==> src/rtl/history_combiner.sv <==
// Per-lane DEPTH-deep history with AND/OR reduction selected by a hysteretic mode FSM.
// Optional build macro HISTORY_FILL_GATE_EN forces y to 0 until the history is fully populated.
//
// state | meaning
// S_AND | y is the AND of the current sample and its history
// S_OR  | y is the OR of the current sample and its history
module history_combiner #(
    parameter int WIDTH = 4,
    parameter int DEPTH = 2,
    parameter int HYST  = 1
) (
    input  logic             CLK,
    input  logic             reset,
    input  logic             en,
    input  logic [WIDTH-1:0] a,
    input  logic             b,
    output logic [WIDTH-1:0] y,
    output logic             valid,
    output logic             mode,
    output logic             i_am_in_S0,
    output logic             i_am_in_S1
);

    localparam int HCW = $clog2(HYST + 1);
    localparam int FCW = $clog2(DEPTH + 1);
    localparam logic [HCW-1:0] HYST_C = HCW'(HYST);
    localparam logic [FCW-1:0] DEPTH_C = FCW'(DEPTH);

    typedef enum logic {
        S_AND = 1'b0,
        S_OR  = 1'b1
    } state_t;

    state_t                      state;
    state_t                      state_next;
    logic [HCW-1:0]              hyst_cnt;
    logic [HCW-1:0]              hyst_next;
    logic [DEPTH-1:0][WIDTH-1:0] hist;
    logic [FCW-1:0]              fill_cnt;
    logic [WIDTH-1:0]            red_and;
    logic [WIDTH-1:0]            red_or;
    logic [WIDTH-1:0]            y_next;
    logic                        fill_full;

    always_ff @(posedge CLK) begin
        if (reset) begin
            state    <= S_AND;
            hyst_cnt <= '0;
        end else begin
            state    <= state_next;
            hyst_cnt <= hyst_next;
        end
    end

    always_comb begin
        state_next = state;
        hyst_next  = hyst_cnt;
        case (state)
            S_AND, S_OR: begin
                if (b == state) begin
                    hyst_next = '0;
                end else if (hyst_cnt + HCW'(1) == HYST_C) begin
                    state_next = (state == S_AND) ? S_OR : S_AND;
                    hyst_next  = '0;
                end else begin
                    hyst_next = hyst_cnt + HCW'(1);
                end
            end
            default: begin
                state_next = S_AND;
                hyst_next  = '0;
            end
        endcase
    end

    always_comb begin
        mode       = (state == S_OR);
        i_am_in_S0 = (state == S_AND);
        i_am_in_S1 = (state == S_OR);
    end

    // Reduction uses the pre-shift history and the mode before this edge's transition.
    always_comb begin
        red_and = a;
        red_or  = a;
        for (int k = 0; k < DEPTH; k++) begin
            red_and &= hist[k];
            red_or  |= hist[k];
        end
        fill_full = (fill_cnt == DEPTH_C);
`ifdef HISTORY_FILL_GATE_EN
        y_next = fill_full ? ((state == S_OR) ? red_or : red_and) : '0;
`else
        y_next = (state == S_OR) ? red_or : red_and;
`endif
    end

    always_ff @(posedge CLK) begin
        if (reset) begin
            hist     <= '0;
            y        <= '0;
            valid    <= 1'b0;
            fill_cnt <= '0;
        end else if (en) begin
            hist[0] <= a;
            for (int k = 1; k < DEPTH; k++) begin
                hist[k] <= hist[k-1];
            end
            y     <= y_next;
            valid <= fill_full;
            if (!fill_full) begin
                fill_cnt <= fill_cnt + FCW'(1);
            end
        end
    end

endmodule

==> config.mk <==
export PLATFORM = sky130hd
export DESIGN_NAME = history_combiner
export DESIGN_NICKNAME = d
export VERILOG_FILES = /design/src/rtl/history_combiner.sv
export SDC_FILE = /design/constraint.sdc
export NUM_CORES = 1
export LEC_CHECK = 0
export CELL_PAD_IN_SITES_DETAIL_PLACEMENT = 2
export CELL_PAD_IN_SITES_GLOBAL_PLACEMENT = 2
export CORE_MARGIN = 2
export CORE_UTILIZATION = 25
export DETAILED_ROUTE_END_ITERATION = 8
export PLACE_DENSITY = 0.68
export SETUP_SLACK_MARGIN = 0.15
export SLEW_MARGIN = 10
export SYNTH_ARGS = -nofsm -noshare
export SYNTH_HDL_FRONTEND = slang
export SYNTH_SLANG_ARGS = --single-unit
==> constraint.sdc <==
create_clock -name CLK -period 1 [get_ports CLK]
set_input_delay 0.25 -clock CLK [delete_from_list [all_inputs] [get_ports CLK]]
set_output_delay 0.25 -clock CLK [all_outputs]
set_load 0.03 [all_outputs]
* After elaboration in Yosys (flattened, before gate mapping) *
Index checks and enable logic that the tools add are counted.

cells by class
  mux-type cells = 2
  equal/unequal tests = 2
  add/sub/neg operators = 1
  bitwise operators = 6
  reduce and logical (&&, ||, !) cells = 1

operator list
  kind                                         number
  bitwise AND 4 bit                            2
  OR 4 bit                                     2
  two-way mux 4 bit                            1
  adder 2 x 1 -> 2 bit, second input constant  1
  == test 2 bit, second input constant         1
  NOT 1 bit                                    2
  AND reduction 2 bit                          1
  == test 1 bit                                1
  two-way mux 1 bit                            1

word-level totals
  flip-flop bits (word level) = 16
  input bits = 8

* Depth between registers and ports, before layout *
Gate-level depths: netlist of the first run.

  depth after elaboration = 3
  mapped depth = 5
  depth with buffers taken out = 5

* Worst setup path after synthesis of the first run *
OpenSTA, ideal clock, no wires.

  path type = reg-to-reg
  from = register state, in the netlist i_am_in_S1
  to = register y[2]
  cell stages (with the launch flop) = 5
  period minus slack after synthesis = 1.135 ns
  arrival time = 1.044 ns
  required time = 0.909 ns
  library setup time = 0.091 ns
  path slack = -0.135 ns
  cell sequence = dfxtp_1 -> buf_4 -> a21o_1 -> nand2_1 -> a311oi_1

on the way
  cells in the longest elaborated chain, start to end = 1

RTL lines
  what                    RTL line  RTL
  start, declared         34        state_t state;
  start signal, assigned  50        state <= state_next;
  two-way mux 4 bit       94        y_next = (state == S_OR) ? red_or : red_and;
  end signal, assigned    109       y <= y_next;
  end, declared           17        output logic [WIDTH-1:0] y,

Every way passes these cells.
A chain may end at the register's enable or synchronous reset.

* Final worst setup path of the first run *
  from = register state, in the netlist i_am_in_S1
  to = output port i_am_in_S0

on the way
  cells in the longest elaborated chain, start to end = 1

RTL lines
  what           RTL line  RTL
  NOT 1 bit      -
  end, declared  20        output logic i_am_in_S0,

Every way passes these cells.

==> impl_metrics.toml, run 1 <==
[route]
drc_errors = 0
wire_per_inst_um = 14.63
vias_per_cell = 4.669
drt_iter0_drc = 5
postRouteAntennaNets = 0
drt_wl_total_um = 1814
first_pass_iters = 3
vias = 579

[synthesis]
synth_fp_nets = 77
ys_ff_latch = 16
async_reset_ff_share_pct = 0
synth_edf_count = 0
ys_types = 16
netlist.area_leader.share_pct = 48.12
syn_area_um2 = 665.6
synth-main-ff-cell = "dfxtp_1"
yosys_warnings = 0
ys_seq_area_share_pct = 48.12
yosysMostFrequentCell = "dfxtp_1"
yosysTopAreaCell = "dfxtp_1"
syn_area_per_cell_um2 = 9.789
yosys-top-cells-area = "dfxtp_1 48%, mux2i_1 14%, nor2_1 8.5%"
synthesis.instances = 68
synth_common_cells = "16 x dfxtp_1, 15 x nor2_1, 9 x mux2i_1"

[place]
dp.cells = 111
dp_hpwl_um = 1130
place.gp.congestion = 0.6279
io_buffers = 15

[sta]
tightest_slew_ps = 261.4
setup_violations = 14
min_period_over_period_pct = 115.5
rsz0062_at_grt = "yes"
fmax_ghz = 0.8659
timing.final.max_slew_violations = 0
hold_violations = 0
slew_headroom_pct = 82.39
fin_skew_ps = 9.693
fin_ws_ps = -154.8
finalCriticalPeriod_ps = 1155

[grt]
grtUsageMet1_pct = 15.83
use_met2_pct = 20.58
antenna_found_initial = 0
grt_max_degree = 17
grt_pass1_wl_um = 3070
overflow = 0
grt_pass1_vias = 647
busiest_layer = "met2"
grt_use_total_pct = 12.89
grt_use_met3_pct = 4.419

[critical_path]
cp.arrival_ps = 900
crit_type = "register to output pin"
crit_required_ps = 750
worstReg2RegStart = "i_am_in_S1"
reg2reg_depth = 5
crit_path_max_fanout = 5
r2r_slack_ps = -100
cp-start-kind = "register"
r2r_end = "y[3]"
endpoint_kind = "output pin"

[die]
die-area_mm2 = 0.003091
start_util_pct = 26.63
core-area_mm2 = 0.002500
io_pins = 16
fp.dieH_um = 55.60
die_width_um = 55.60
num_rows = 18

[clock_tree]
clock_latency_ps = 290
clk_pin_slew_ps = 100
cts_root_buffer = "clkbuf_4"
cts_htree_levels = 1
cts_buffer_depth = 2
cts_sinks = 16
cts_buffers = 3
cts_tree = "yes"

[final_layout]
fill_cells = 277
multi_input_area_um2 = 344.1
diodes = 0
area.growth.synth_to_final_pct = 52.44
final_cells = 124
area.sequential_um2 = 332.8
drive_gt1_share_pct = 44.68
final_nets = 104

[power_and_ir_drop]
seq_power_share_pct = 50.8
switching_share_pct = 27.95
peakVddDrop_v = 0.0006474
p_clk_share_pct = 25.1
p_sw_mw = 0.3958
p_int_mw = 1.020
cellPowerDensity_mw_per_mm2 = 1395
finalPower_mw = 1.416
combPwrFrac_pct = 24.1
leakage_nw = 0.4481

[job]
maxCapViolCount = 0

[min_path]
hold_start = "a[0]"
whs_path_depth = 3
min_path_type = "primary input to register"
min_to = "hist[0]"

[status]
outcome = "finished with violations"
violations = "negative setup slack"
## worst max path at each step
stage | from | end | slack [ps] | cells past startpoint
global route | i_am_in_S1 | i_am_in_S0 | -220 | 2
CTS | i_am_in_S1 | i_am_in_S0 | -170 | 2
finish | i_am_in_S1 | i_am_in_S0 | -150 | 2
global placement | en | y[3] | -330 | 4
detailed placement | en | y[2] | -380 | 4
floorplan | i_am_in_S1 | i_am_in_S0 | 70 | 2
## state kept, by name (all words and copies together), names as in the netlist
signal,count
fill_cnt,2
hist,8
i_am_in_S1,1
valid,1
y,4
## timing repair
action,CTS,global route
pin swaps,2,6
gates resized for setup,15,12
setup endpoints to repair,23,18
setup buffers,5,3
hold buffers,0,0
cloned,1,0
## final cells by class
class / count / area share, %
Multi-Input combinational cell: 45 / 33.91
Timing Repair Buffer: 27 / 25.89
Sequential cell: 16 / 32.80
Clock buffer: 4 / 2.589
Tap cell: 30 / 3.699
Inverter: 2 / 1.110
## layout by cell type, fill, tap and decap left out, drive strengths merged
master	n
nand2	4
nor2b	2
clkinvlp	1
xnor2	1
mux2i	9
clkdlybuf4s15	1
inv	1
buf	20
nor2	15
o21ai	4
clkdlybuf4s50	5
a211oi	1
clkbuf	4
dfxtp	16
a21o	4
a311oi	4
dlygate4sd2	1
ha	1
## critical path: stages, from the launching register on
cell and delay, ps:
dfxtp_4 390, clkinvlp_4 90, buf_6 130
## per-layer routing
layer  share of wire, %  vias to the layer above
met1                 45                      277
li1                   -                      281
met3                4.6                        4
met5                  0                        -
met2                 48                       17
met4                1.5                        0
## logic make-up (layout without fill, tap and decap cells)
logic type,after synthesis,after routing,synth area share [%]
flip-flops,16,16,48.12
adder cells (fa/ha/maj),1,1,1.879
AND/OR/NAND/NOR,21,21,13.72
XOR/XNOR,1,1,1.316
buffers and inverters,7,33,7.518
AO/OA/AOI/OAI,13,13,13.91
multiplexers,9,9,13.53
## power by group through the flow
| stage | logic [mW] | clock network (mW) | registers, mW |
|---|---|---|---|
| 6_report | 0.342 | 0.355 | 0.719 |
| 5_1_grt | 0.374 | 0.422 | 0.725 |
| 4_1_cts | 0.295 | 0.384 | 0.716 |
| 3_5_place_dp | 0.256 | 0 | 0.731 |
| 3_3_place_gp | 0.249 | 0 | 0.729 |
| 2_1_floorplan | 0.145 | 0 | 0.747 |
## per-stage QoR
stage	util, %	hold slack, ps	area, um^2	setup TNS, ps	setup slack, ps
finish	40.59	401.2	1015	-660.0	-154.8
global route	40.59	438.3	1015	-1447	-222.2
CTS	37.99	403.0	949.7	-768.8	-171.2
detailed placement	33.88	484.2	847.1	-5053	-383.4
global placement	33.88	471.8	847.1	-4602	-334.2
floorplan	-	311.9	690.7	0	65.67
No activity file was read; power rests on OpenSTA's default activity.
==> inputs of run 2 (changes only) <==
--- a/config.mk
+++ b/config.mk
@@ -10,6 +10,7 @@
 export CORE_MARGIN = 2
 export CORE_UTILIZATION = 25
 export DETAILED_ROUTE_END_ITERATION = 8
+export MAX_ROUTING_LAYER = met4
 export PLACE_DENSITY = 0.68
 export SETUP_SLACK_MARGIN = 0.15
 export SLEW_MARGIN = 10
==> run 2 against run 1 <==
Highest routed layer unchanged. Total power increased by 0.13%. The flow still finishes with violations (negative setup slack). Sequential share of layout area unchanged. Clock-buffer cell count unchanged.
==> impl_metrics.toml, run 2 (same netlist as run 1, synthesis figures left out) <==
[die]
start_util_pct = 26.63
die_width_um = 55.60
die-area_mm2 = 0.003091
io_pins = 16
core-area_mm2 = 0.002500
num_rows = 18
fp.dieH_um = 55.60

[critical_path]
cp.arrival_ps = 910
crit_type = "register to output pin"
r2r_end = "y[3]"
endpoint_kind = "output pin"
r2r_slack_ps = -100
crit_path_max_fanout = 5
cp-start-kind = "register"
crit_required_ps = 750
worstReg2RegStart = "i_am_in_S1"
reg2reg_depth = 5

[grt]
grt_pass1_vias = 647
grt_use_total_pct = 13.25
overflow = 0
grt_pass1_wl_um = 3070
antenna_found_initial = 0
grt_max_degree = 17

[final_layout]
fill_cells = 277
area.growth.synth_to_final_pct = 52.44
regMostFlops = "hist"
layout_commonest_cell = "nor2_1"
top_regs = "hist (8), y (4), fill_cnt (2)"
utilization_pct = 40.59
final_cell_mix = "14 x nor2_1, 9 x mux2i_1, 9 x buf_6, 9 x buf_4, 8 x dfxtp_1"
drive_gt1_share_pct = 44.68
largest_register_ffs = 8
final_nets = 104
diodes = 0

[min_path]
min_to = "hist[0]"
min_path_type = "primary input to register"
hold_start = "a[0]"
whs_path_depth = 3

[sta]
fin_ws_ps = -155.5
fmax_ghz = 0.8654
hold_violations = 0
min_period_over_period_pct = 115.5
fin_skew_ps = 9.125
timing.final.max_slew_violations = 0
holdWs_ps = 400.1
tightest_slew_ps = 262.1
setup_violations = 14
finalCriticalPeriod_ps = 1155
rsz0062_at_grt = "yes"
slew_headroom_pct = 82.34

[route]
vias = 578
drc_errors = 0
vias_per_cell = 4.661
postRouteAntennaNets = 0
first_pass_iters = 2
drt_wl_total_um = 1810
wire_per_inst_um = 14.60
drt_iter0_drc = 5

[clock_tree]
cts_tree = "yes"
cts_htree_levels = 1
clock_latency_ps = 290
cts_sinks = 16
cts_buffers = 3
cts_root_buffer = "clkbuf_4"
cts_buffer_depth = 2
clk_pin_slew_ps = 100

[power_and_ir_drop]
p_int_mw = 1.020
seq_power_share_pct = 50.7
peakVddDrop_v = 0.0006503
combPwrFrac_pct = 24.1
p_sw_mw = 0.3976
cellPowerDensity_mw_per_mm2 = 1397
p_clk_share_pct = 25.2
switching_share_pct = 28.04
leakage_nw = 0.4481

[place]
dp_hpwl_um = 1130
io_buffers = 15
place.gp.congestion = 0.6329

[status]
outcome = "finished with violations"
violations = "negative setup slack"

[job]
maxCapViolCount = 0
==> run 2: cell counts in the layout (fill, tap and decap cells not counted) <==
Identical to the previous run, type by type.
==> run 2: through the flow <==
step	TNS [ps]	area, um^2	setup slack, ps	cells	total power, mW
finish	-657.1	1015	-155.5	124	1.418
global route	-1447	1015	-222.2	124	1.521
CTS	-768.8	949.7	-171.2	121	1.395
detailed placement	-5053	847.1	-383.4	111	0.9864
global placement	-4602	847.1	-334.2	111	0.9785
floorplan	0	690.7	65.67	68	0.8919
==> run 2: what timing repair did <==
action | in CTS | in global routing
gates resized for setup | 15 | 12
setup buffers | 5 | 3
endpoints found under the setup margin | 23 | 18
hold buffers | 0 | 0
cloned | 1 | 0
pin swaps | 2 | 6
==> run 2: critical path, stage by stage, from the launching register on <==
cell and delay (ps):
dfxtp_4 390, clkinvlp_4 90, buf_6 130
==> run 2: layer usage <==
layer  routed length [um]  GRT usage (%)  vias to the layer above
met3                   83          4.419                        2
met4                   18          5.226                        0
met2                  879          20.58                       17
met1                  829          15.83                      278
li1                     -              -                      281
met5                    0              -                        -
==> run 2: area by class of cell <==
cell class | count | area [um^2] | share of cell area (%)
Timing Repair Buffer | 27 | 262.8 | 25.89
Multi-Input combinational cell | 45 | 344.1 | 33.91
Tap cell | 30 | 37.54 | 3.699
Inverter | 2 | 11.26 | 1.110
Sequential cell | 16 | 332.8 | 32.80
Clock buffer | 4 | 26.28 | 2.589
==> run 2: worst max-delay path by stage <==
stage,from,end,depth (start not counted)
6_report,i_am_in_S1,i_am_in_S0,2
5_1_grt,i_am_in_S1,i_am_in_S0,2
4_1_cts,i_am_in_S1,i_am_in_S0,2
3_5_place_dp,en,y[2],4
3_3_place_gp,en,y[3],4
2_1_floorplan,i_am_in_S1,i_am_in_S0,2
==> run 2: power by group through the flow <==
stage          combinational (mW)  clock, mW  sequential (mW)
3_3_place_gp                0.249          0            0.729
2_1_floorplan               0.145          0            0.747
4_1_cts                     0.295      0.384            0.716
5_1_grt                     0.374      0.422            0.725
3_5_place_dp                0.256          0            0.731
6_report                    0.342      0.357            0.719
